--- src/rtl/frame_tx_streamer.sv ---
// Streams a frame (or rectangular window) out of a pixel frame buffer as a byte
// stream into a FIFO. An optional sync header and an XOR checksum trailer frame the payload.
module frame_tx_streamer #(
    parameter int IMG_WIDTH  = 176,
    parameter int IMG_HEIGHT = 240,
    parameter int PIX_BYTES  = 1,
    parameter int ADDR_WIDTH = $clog2(IMG_WIDTH*IMG_HEIGHT),
    parameter bit HDR_EN     = 1'b1,
    parameter bit CSUM_EN    = 1'b1,
    localparam int XW = $clog2(IMG_WIDTH+1),
    localparam int YW = $clog2(IMG_HEIGHT+1),
    localparam int DW = 8*PIX_BYTES
) (
    input  logic                  clk,
    input  logic                  reset_n,
    input  logic                  start,
    input  logic                  abort,
    input  logic                  roi_en,
    input  logic [XW-1:0]         roi_x0,
    input  logic [XW-1:0]         roi_w,
    input  logic [YW-1:0]         roi_y0,
    input  logic [YW-1:0]         roi_h,
    input  logic                  tx_full,
    output logic                  fb_re,
    output logic [ADDR_WIDTH-1:0] fb_rAddr,
    input  logic [DW-1:0]         fb_rData,
    output logic                  wr_en,
    output logic [7:0]            wr_data,
    output logic                  busy,
    output logic                  frame_tx_done,
    output logic                  cfg_err
);
    // state     | meaning
    // IDLE      | waiting for start
    // HDR       | writing sync bytes A5, 5A
    // READ_REQ  | one-cycle frame buffer read
    // READ_WAIT | capturing read data into the pixel register
    // SEND      | writing pixel byte lanes, LSB first
    // CSUM      | writing the XOR checksum trailer
    // DONE      | one-cycle completion pulse
    typedef enum logic [2:0] {
        IDLE, HDR, READ_REQ, READ_WAIT, SEND, CSUM, DONE
    } state_t;

    localparam int LW = (PIX_BYTES > 1) ? $clog2(PIX_BYTES) : 1;
    localparam logic [LW-1:0] LANE_LAST = LW'(PIX_BYTES-1);

    state_t state_q, state_nxt;

    logic [XW-1:0]         x0_q, w_q, col_q;
    logic [YW-1:0]         h_q, row_q;
    logic [ADDR_WIDTH-1:0] row_base_q;
    logic [LW-1:0]         lane_q;
    logic                  hdr_idx_q;
    logic [7:0]            csum_q;
    logic [DW-1:0]         pix_q;

    logic [XW-1:0] x0_sel, w_sel;
    logic [YW-1:0] y0_sel, h_sel;
    logic          req_bad, start_req, start_ok;
    logic          lane_last, col_last, row_last;
    logic [7:0]    lane_byte;

    assign x0_sel = roi_en ? roi_x0 : '0;
    assign w_sel  = roi_en ? roi_w  : XW'(IMG_WIDTH);
    assign y0_sel = roi_en ? roi_y0 : '0;
    assign h_sel  = roi_en ? roi_h  : YW'(IMG_HEIGHT);

    // A full-frame request is always legal; only windows are range-checked.
    assign req_bad = roi_en && ((roi_w == '0) || (roi_h == '0) ||
                     ((32'(roi_x0) + 32'(roi_w)) > 32'(IMG_WIDTH)) ||
                     ((32'(roi_y0) + 32'(roi_h)) > 32'(IMG_HEIGHT)));

    assign start_req = (state_q == IDLE) && start && !abort;
    assign start_ok  = start_req && !req_bad;

    assign lane_last = (lane_q == LANE_LAST);
    assign col_last  = (col_q == w_q - XW'(1));
    assign row_last  = (row_q == h_q - YW'(1));
    assign busy      = (state_q != IDLE);

    always_comb begin
        lane_byte = '0;
        for (int k = 0; k < PIX_BYTES; k++) begin
            if (lane_q == LW'(k)) lane_byte = pix_q[8*k +: 8];
        end
    end

    always_ff @(posedge clk or negedge reset_n) begin
        if (!reset_n) state_q <= IDLE;
        else          state_q <= state_nxt;
    end

    always_comb begin
        state_nxt     = state_q;
        fb_re         = 1'b0;
        fb_rAddr      = '0;
        wr_en         = 1'b0;
        wr_data       = '0;
        frame_tx_done = 1'b0;
        case (state_q)
            IDLE: begin
                if (start_ok) state_nxt = HDR_EN ? HDR : READ_REQ;
            end
            HDR: begin
                if (!tx_full) begin
                    wr_en   = 1'b1;
                    wr_data = hdr_idx_q ? 8'h5A : 8'hA5;
                    if (hdr_idx_q) state_nxt = READ_REQ;
                end
            end
            READ_REQ: begin
                fb_re     = 1'b1;
                fb_rAddr  = row_base_q + ADDR_WIDTH'(x0_q) + ADDR_WIDTH'(col_q);
                state_nxt = READ_WAIT;
            end
            READ_WAIT: state_nxt = SEND;
            SEND: begin
                if (!tx_full) begin
                    wr_en   = 1'b1;
                    wr_data = lane_byte;
                    if (lane_last) begin
                        if (col_last && row_last) state_nxt = CSUM_EN ? CSUM : DONE;
                        else                      state_nxt = READ_REQ;
                    end
                end
            end
            CSUM: begin
                if (!tx_full) begin
                    wr_en     = 1'b1;
                    wr_data   = csum_q;
                    state_nxt = DONE;
                end
            end
            DONE: begin
                frame_tx_done = 1'b1;
                state_nxt     = IDLE;
            end
            default: state_nxt = IDLE;
        endcase
        // Abort silences every strobe in the cycle it is seen.
        if (abort && (state_q != IDLE)) begin
            state_nxt     = IDLE;
            fb_re         = 1'b0;
            fb_rAddr      = '0;
            wr_en         = 1'b0;
            wr_data       = '0;
            frame_tx_done = 1'b0;
        end
    end

    always_ff @(posedge clk or negedge reset_n) begin
        if (!reset_n) begin
            x0_q       <= '0;
            w_q        <= '0;
            h_q        <= '0;
            col_q      <= '0;
            row_q      <= '0;
            row_base_q <= '0;
            lane_q     <= '0;
            hdr_idx_q  <= 1'b0;
            csum_q     <= '0;
            pix_q      <= '0;
            cfg_err    <= 1'b0;
        end else begin
            cfg_err <= start_req && req_bad;
            if (start_ok) begin
                x0_q       <= x0_sel;
                w_q        <= w_sel;
                h_q        <= h_sel;
                col_q      <= '0;
                row_q      <= '0;
                row_base_q <= ADDR_WIDTH'(32'(y0_sel) * IMG_WIDTH);
                lane_q     <= '0;
                hdr_idx_q  <= 1'b0;
                csum_q     <= '0;
            end else if (!abort) begin
                case (state_q)
                    HDR:       if (wr_en) hdr_idx_q <= 1'b1;
                    READ_WAIT: pix_q <= fb_rData;
                    SEND: begin
                        if (wr_en) begin
                            csum_q <= csum_q ^ wr_data;
                            if (!lane_last) begin
                                lane_q <= lane_q + LW'(1);
                            end else begin
                                lane_q <= '0;
                                // Row base advances by the frame stride, avoiding a multiplier.
                                if (col_last) begin
                                    col_q      <= '0;
                                    row_q      <= row_q + YW'(1);
                                    row_base_q <= row_base_q + ADDR_WIDTH'(IMG_WIDTH);
                                end else begin
                                    col_q <= col_q + XW'(1);
                                end
                            end
                        end
                    end
                    default: ;
                endcase
            end
        end
    end

endmodule

--- config.mk ---
export PLATFORM = sky130hd
export DESIGN_NAME = frame_tx_streamer
export DESIGN_NICKNAME = d
export VERILOG_FILES = /design/src/rtl/frame_tx_streamer.sv
export SDC_FILE = /design/constraint.sdc
export NUM_CORES = 1
export LEC_CHECK = 0
export ABC_AREA = 1
export CAP_MARGIN = 20
export CELL_PAD_IN_SITES_DETAIL_PLACEMENT = 1
export CELL_PAD_IN_SITES_GLOBAL_PLACEMENT = 2
export CORE_ASPECT_RATIO = 1.25
export CORE_MARGIN = 4
export CORE_UTILIZATION = 33
export DETAILED_ROUTE_END_ITERATION = 10
export PLACE_DENSITY_LB_ADDON = 0.3
export SLEW_MARGIN = 5
export SYNTH_ARGS = -nofsm -noshare
export SYNTH_HDL_FRONTEND = slang
export SYNTH_SLANG_ARGS = --single-unit
--- constraint.sdc ---
create_clock -name clk -period 3.3 [get_ports clk]
set_input_delay 0.66 -clock clk [delete_from_list [all_inputs] [get_ports clk]]
set_output_delay 0.66 -clock clk [all_outputs]
set_load 0.005 [all_outputs]
Word-level counts from Yosys, hierarchy flattened:

Cells that the tools add are included.

* add/subtract/negate cells: 10
* $mul: 1
* $lt $le $gt $ge: 2
* equality and inequality tests: 16
* mux-type cells: 60
* bitwise logic cells: 3
* reduce and logical (&&, ||, !) cells: 27

Operators with widths (number)
* two-way mux 8 bit: 26
* two-way mux 16 bit: 8
* adder 16 x 8 -> 16 bit: 2
* two-way mux 3 bit: 8
* case mux 8 bit (3 select lines): 1
* adder 8 x 8 -> 9 bit: 2
* > comparator 9 x 8 -> 1 bit (second input constant): 2
* case mux 3 bit (6 select lines): 1
* adder 16 x 8 -> 16 bit (second input constant): 1
* adder 8 x 1 -> 8 bit (second input constant): 2
* == test 8 bit: 2
* logical NOT 8 bit: 2
* two-way mux 1 bit: 16
* subtractor 8 x 1 -> 8 bit (second input constant): 2
* != test 3 bit (second input constant): 5
* multiplier 8 x 4 -> 12 bit (second input constant): 1
* == test 3 bit (second input constant): 3
* AND reduction 3 bit: 3
* nonzero test 2 bit: 4
* XOR 8 bit: 1
* logical AND 1 bit: 7
* == test 3 x 2 -> 1 bit (second input constant): 2
* AND reduction 6 bit: 1
* AND reduction 5 bit: 1
* 11 further kinds: 16

* register bits after elaboration: 78
* output and inout bits: 29
* logic and storage cells: 131

Depth between registers and ports, before layout:

* depth after elaboration: 10
* mapped depth: 20
* depth with buffers taken out: 19

Worst setup path after synthesis:

OpenSTA, ideal clock, no wires.

* kind: input to register
* start: input port roi_en
* end: register row_base_q[15]
* library setup time: 0.116 ns
* data arrival time: 3.130 ns
* required time: 3.184 ns
* path slack: 0.054 ns
* cell stages on the path: 17
* cells stage by stage: clkbuf_1 nand2_1 inv_1 ha_1 inv_1 fa_1 inv_1 ha_1 a21oi_1 inv_1 a31oi_1 o21ai_0 a21o_1 a21oi_1 o21ai_0 nand2_1 nand2_1

* word-level cells in the longest chain between the ends: 5
* elaborated cells on any way between the ends: 12
* those cells by class: mul: 1; eq/ne: 2; mux: 2; reduce/logical: 7

RTL lines
* from (decl): RTL line 18 `input logic roi_en,`
* parallel branches: the longest is 5 deep, another holds multiplier 8 x 4 -> 12 bit
* to (signal assigned): RTL line 173 `row_base_q <= ADDR_WIDTH'(32'(y0_sel) * IMG_WIDTH);`
* to (signal assigned): RTL line 192 `row_base_q <= row_base_q + ADDR_WIDTH'(IMG_WIDTH);`
* to (decl): RTL line 52 `logic [ADDR_WIDTH-1:0] row_base_q;`

Parallel ways; which one is timed is not known.
A chain may end at the register's enable or synchronous reset.

Final worst setup path:

* start: register row_base_q[4]
* end: output port fb_rAddr[8]

* word-level cells in the longest chain between the ends: 4

RTL lines
* adder 16 x 8 -> 16 bit (2 in series): RTL line 114 `fb_rAddr = row_base_q + ADDR_WIDTH'(x0_q) + ADDR_WIDTH'(col_q);`
* two-way mux 16 bit: RTL line 101 `case (state_q)`
* two-way mux 16 bit: RTL line 142 `if (abort && (state_q != IDLE)) begin`
* to (decl): RTL line 25 `output logic [ADDR_WIDTH-1:0] fb_rAddr,`

No other way between the ends.

==> qor.yml <==
endpoint_kind: "primary output"
power.density_mw_per_mm2: 633.2
htreeDepth: 3
clock_latency_ns: 0.34
io_pins: 75
routedWlPerCell_microns: 15.12
avgSynthCellArea_sq_um: 7.121
setup_viol: 10
synthCells: 898
async_flop_share_pct: 100.0
hpwl_microns: 14850
tns_ns: -1.451
hold_viol_final: 0
grt_max_degree: 74
violations: "setup timing"
peakVddDrop_v: 0.0003158
vias_per_cell: 4.861
synth_most_common_cell: "nand2_1"
grt_first_pass_wirelength_microns: 31770
place.gp.congestion: 0.8210
dr.pass1.iters: 4
clk_path_buf_depth: 2
area_delta_synth_final_pct: 36.84
drive_above_1_share_pct: 20.21
drcViolationCount: 0
start_util_pct: 33.80
dp_slack_ns: -0.5592
slowest_delay_ns: 0.60
synth_top_cell_by_area: "dfrtp_1"
synth.yosys.warnings: 0
synth-seq-cells: 73
relSlewSlack_pct: 33.99
maxSlewViolCount: 0
fill_cells: 2363
cpLargestDelayFamily: "adder cells"
period_share_pct: 107.3
crit_slowest_cell: "fa_1"
critPathMaxFanout: 3
synth_nets: 1009
fp.dieH_microns: 163.6
syn_area_sq_mm: 0.006395
rows: 56
cp_num_buf_inv: 3
die_w_microns: 132.5
period_needed_ns: 3.540
cts_buffers: 9
start_kind: "flip-flop"
outcome: "complete, but fails checks"
path_class: "flip-flop to primary output"
ys_types: 42
setup_ws_ns: -0.2400
max_freq_mhz: 282.5
crit_path_frequent_cell: "o21ai_1"
yosysSeqAreaShare_pct: 28.57
grt_usage_pct: 17.65
cts.hold.buffers_added: 0
ant_nets: 0
synth-edff-count: 0
fin_worst_skew_ns: 0.01295
totalWireLength_microns: 19680
hp-class: "primary input to asynchronous set/reset pin"
ys.flop_type: "dfrtp_1"
ys_top_cells_by_area: "dfrtp_1 (29%), nand2_1 (15%), ha_1 (10%)"
antenna_found_initial: 0
rsz0062_at_grt: "true"
path_cells: "fa_1, ha_4, buf_4, buf_6, nand2_4, nor2_4, a211oi_2, nor2_1, o21ai_1, nand2_1, o21ai_1, a21oi_1, clkdlybuf4s15_1"
n_antenna_cell: 0
grt_pass1_vias: 6549
clk_pin_slew_ns: 0.06
overflow: 0
worst_pin_slew_ns: 0.9902
die_area_sq_mm: 0.02168
cts_tree: "built"
drv_cap: 0
core_sq_mm: 0.01892
root_buffer: "clkbuf_16"
nets: 1175
arrival_ns: 2.88
clock_sinks: 73
drtIter0Drc: 182
vias: 6324
ys_top_cells_by_count: "nand2_1 (249), inv_1 (108), nor2_1 (87), dfrtp_1 (73), nand3_1 (56)"
port_buffers: 74
synth_top_cell_area_share_pct: 28.57
power.leakage_nw: 4.499
fin_hold_ws_ns: 0.4732
worst-endpoint-required_ns: 2.64
-- stage by stage --
stage	total power [mW]	std cells	area (sq um)	utilization, %
final	5.541	1301	8751	46.26
after global routing	6.015	1301	8751	46.26
after CTS	5.330	1287	8374	44.27
after detailed placement	4.157	1265	7949	42.02
after global placement	4.065	1265	7949	42.02
after floorplan	3.196	898	6395	-
-- power by group --
group	switching [mW]	internal (mW)
Clock	0.404	0.607
Combinational	1.64	1.37
Sequential	0.330	1.19
-- cell usage in the layout (no fill, tap or decap), types with 7 or more instances in the layout --
cell type | synthesis | routed
clkbuf_16 | 0 | 10
nor3_1 | 12 | 9
inv_2 | 11 | 13
o21ai_1 | 26 | 33
xnor2_1 | 30 | 30
nand2_1 | 249 | 238
a221oi_1 | 8 | 8
a21oi_1 | 38 | 30
dfrtp_1 | 73 | 72
buf_6 | 1 | 7
nand4_1 | 12 | 12
nand3b_1 | 9 | 9
xor2_1 | 27 | 27
nand2_2 | 1 | 11
clkdlybuf4s50_1 | 0 | 50
dlymetal6s2s_1 | 0 | 10
fa_1 | 12 | 9
nand3_1 | 56 | 52
nor2_1 | 87 | 82
buf_4 | 4 | 91
mux2_2 | 8 | 8
ha_1 | 53 | 45
o21ai_0 | 27 | 15
buf_2 | 7 | 9
inv_1 | 108 | 104
-- state kept, by name, summed over array words and instances (netlist names) --
register	count
row_base_q	12
state_q	3
csum_q	8
x0_q	8
h_q	8
row_q	8
pix_q	8
hdr_idx_q	1
cfg_err	1
w_q	8
col_q	8
-- logic make-up after synthesis --
family          Yosys count  share of synthesized area [%]
mux                       8                          1.409
fa+ha+maj                65                          14.13
buf+inv                 142                          8.824
flops                    73                          28.57
xor+xnor                 57                          7.807
simple gates            441                          29.39
compound gates          112                          9.881
-- cell type report --
cell class,instances,area [sq um],share of cell area [%]
multi-input combinational,683,4303,49.17
sequential,73,1828,20.89
timing repair buffer,176,1558,17.80
inverter,119,454.2,5.190
tap,232,290.3,3.317
clock buffer,10,239.0,2.731
clock inverter,6,67.56,0.7721
timing repair inverter,2,11.26,0.1287
-- repair_timing --
item / in CTS / in global routing
cloned: 0 / 4
pin swaps: 28 / 34
resized for setup: 70 / 78
buffers inserted: 6 / 11
endpoints found under the setup margin: 16 / 33
-- final timing paths --
path,startpoint,end,slack [ns],cells past startpoint
worst max-delay path,row_base_q[4],fb_rAddr[8],-0.24,13
worst min-delay path,reset_n,h_q[0],0.47,1
worst max register to register,w_q[0],row_q[1],0.76,12
worst min register to register,w_q[1],w_q[1],0.51,2
max in group asynchronous,reset_n,x0_q[6],2.12,1
min in group clk,w_q[1],w_q[1],0.51,2
-- per-layer routing --
layer	part of all wire, %	wire length, microns	track usage (%)
met1	46	8985	22.57
met2	50	9900	31.75
met3	2.5	501	1.510
met4	1.5	290	5.198
met5	0	0	0
No activity file was read; power rests on OpenSTA's default activity.
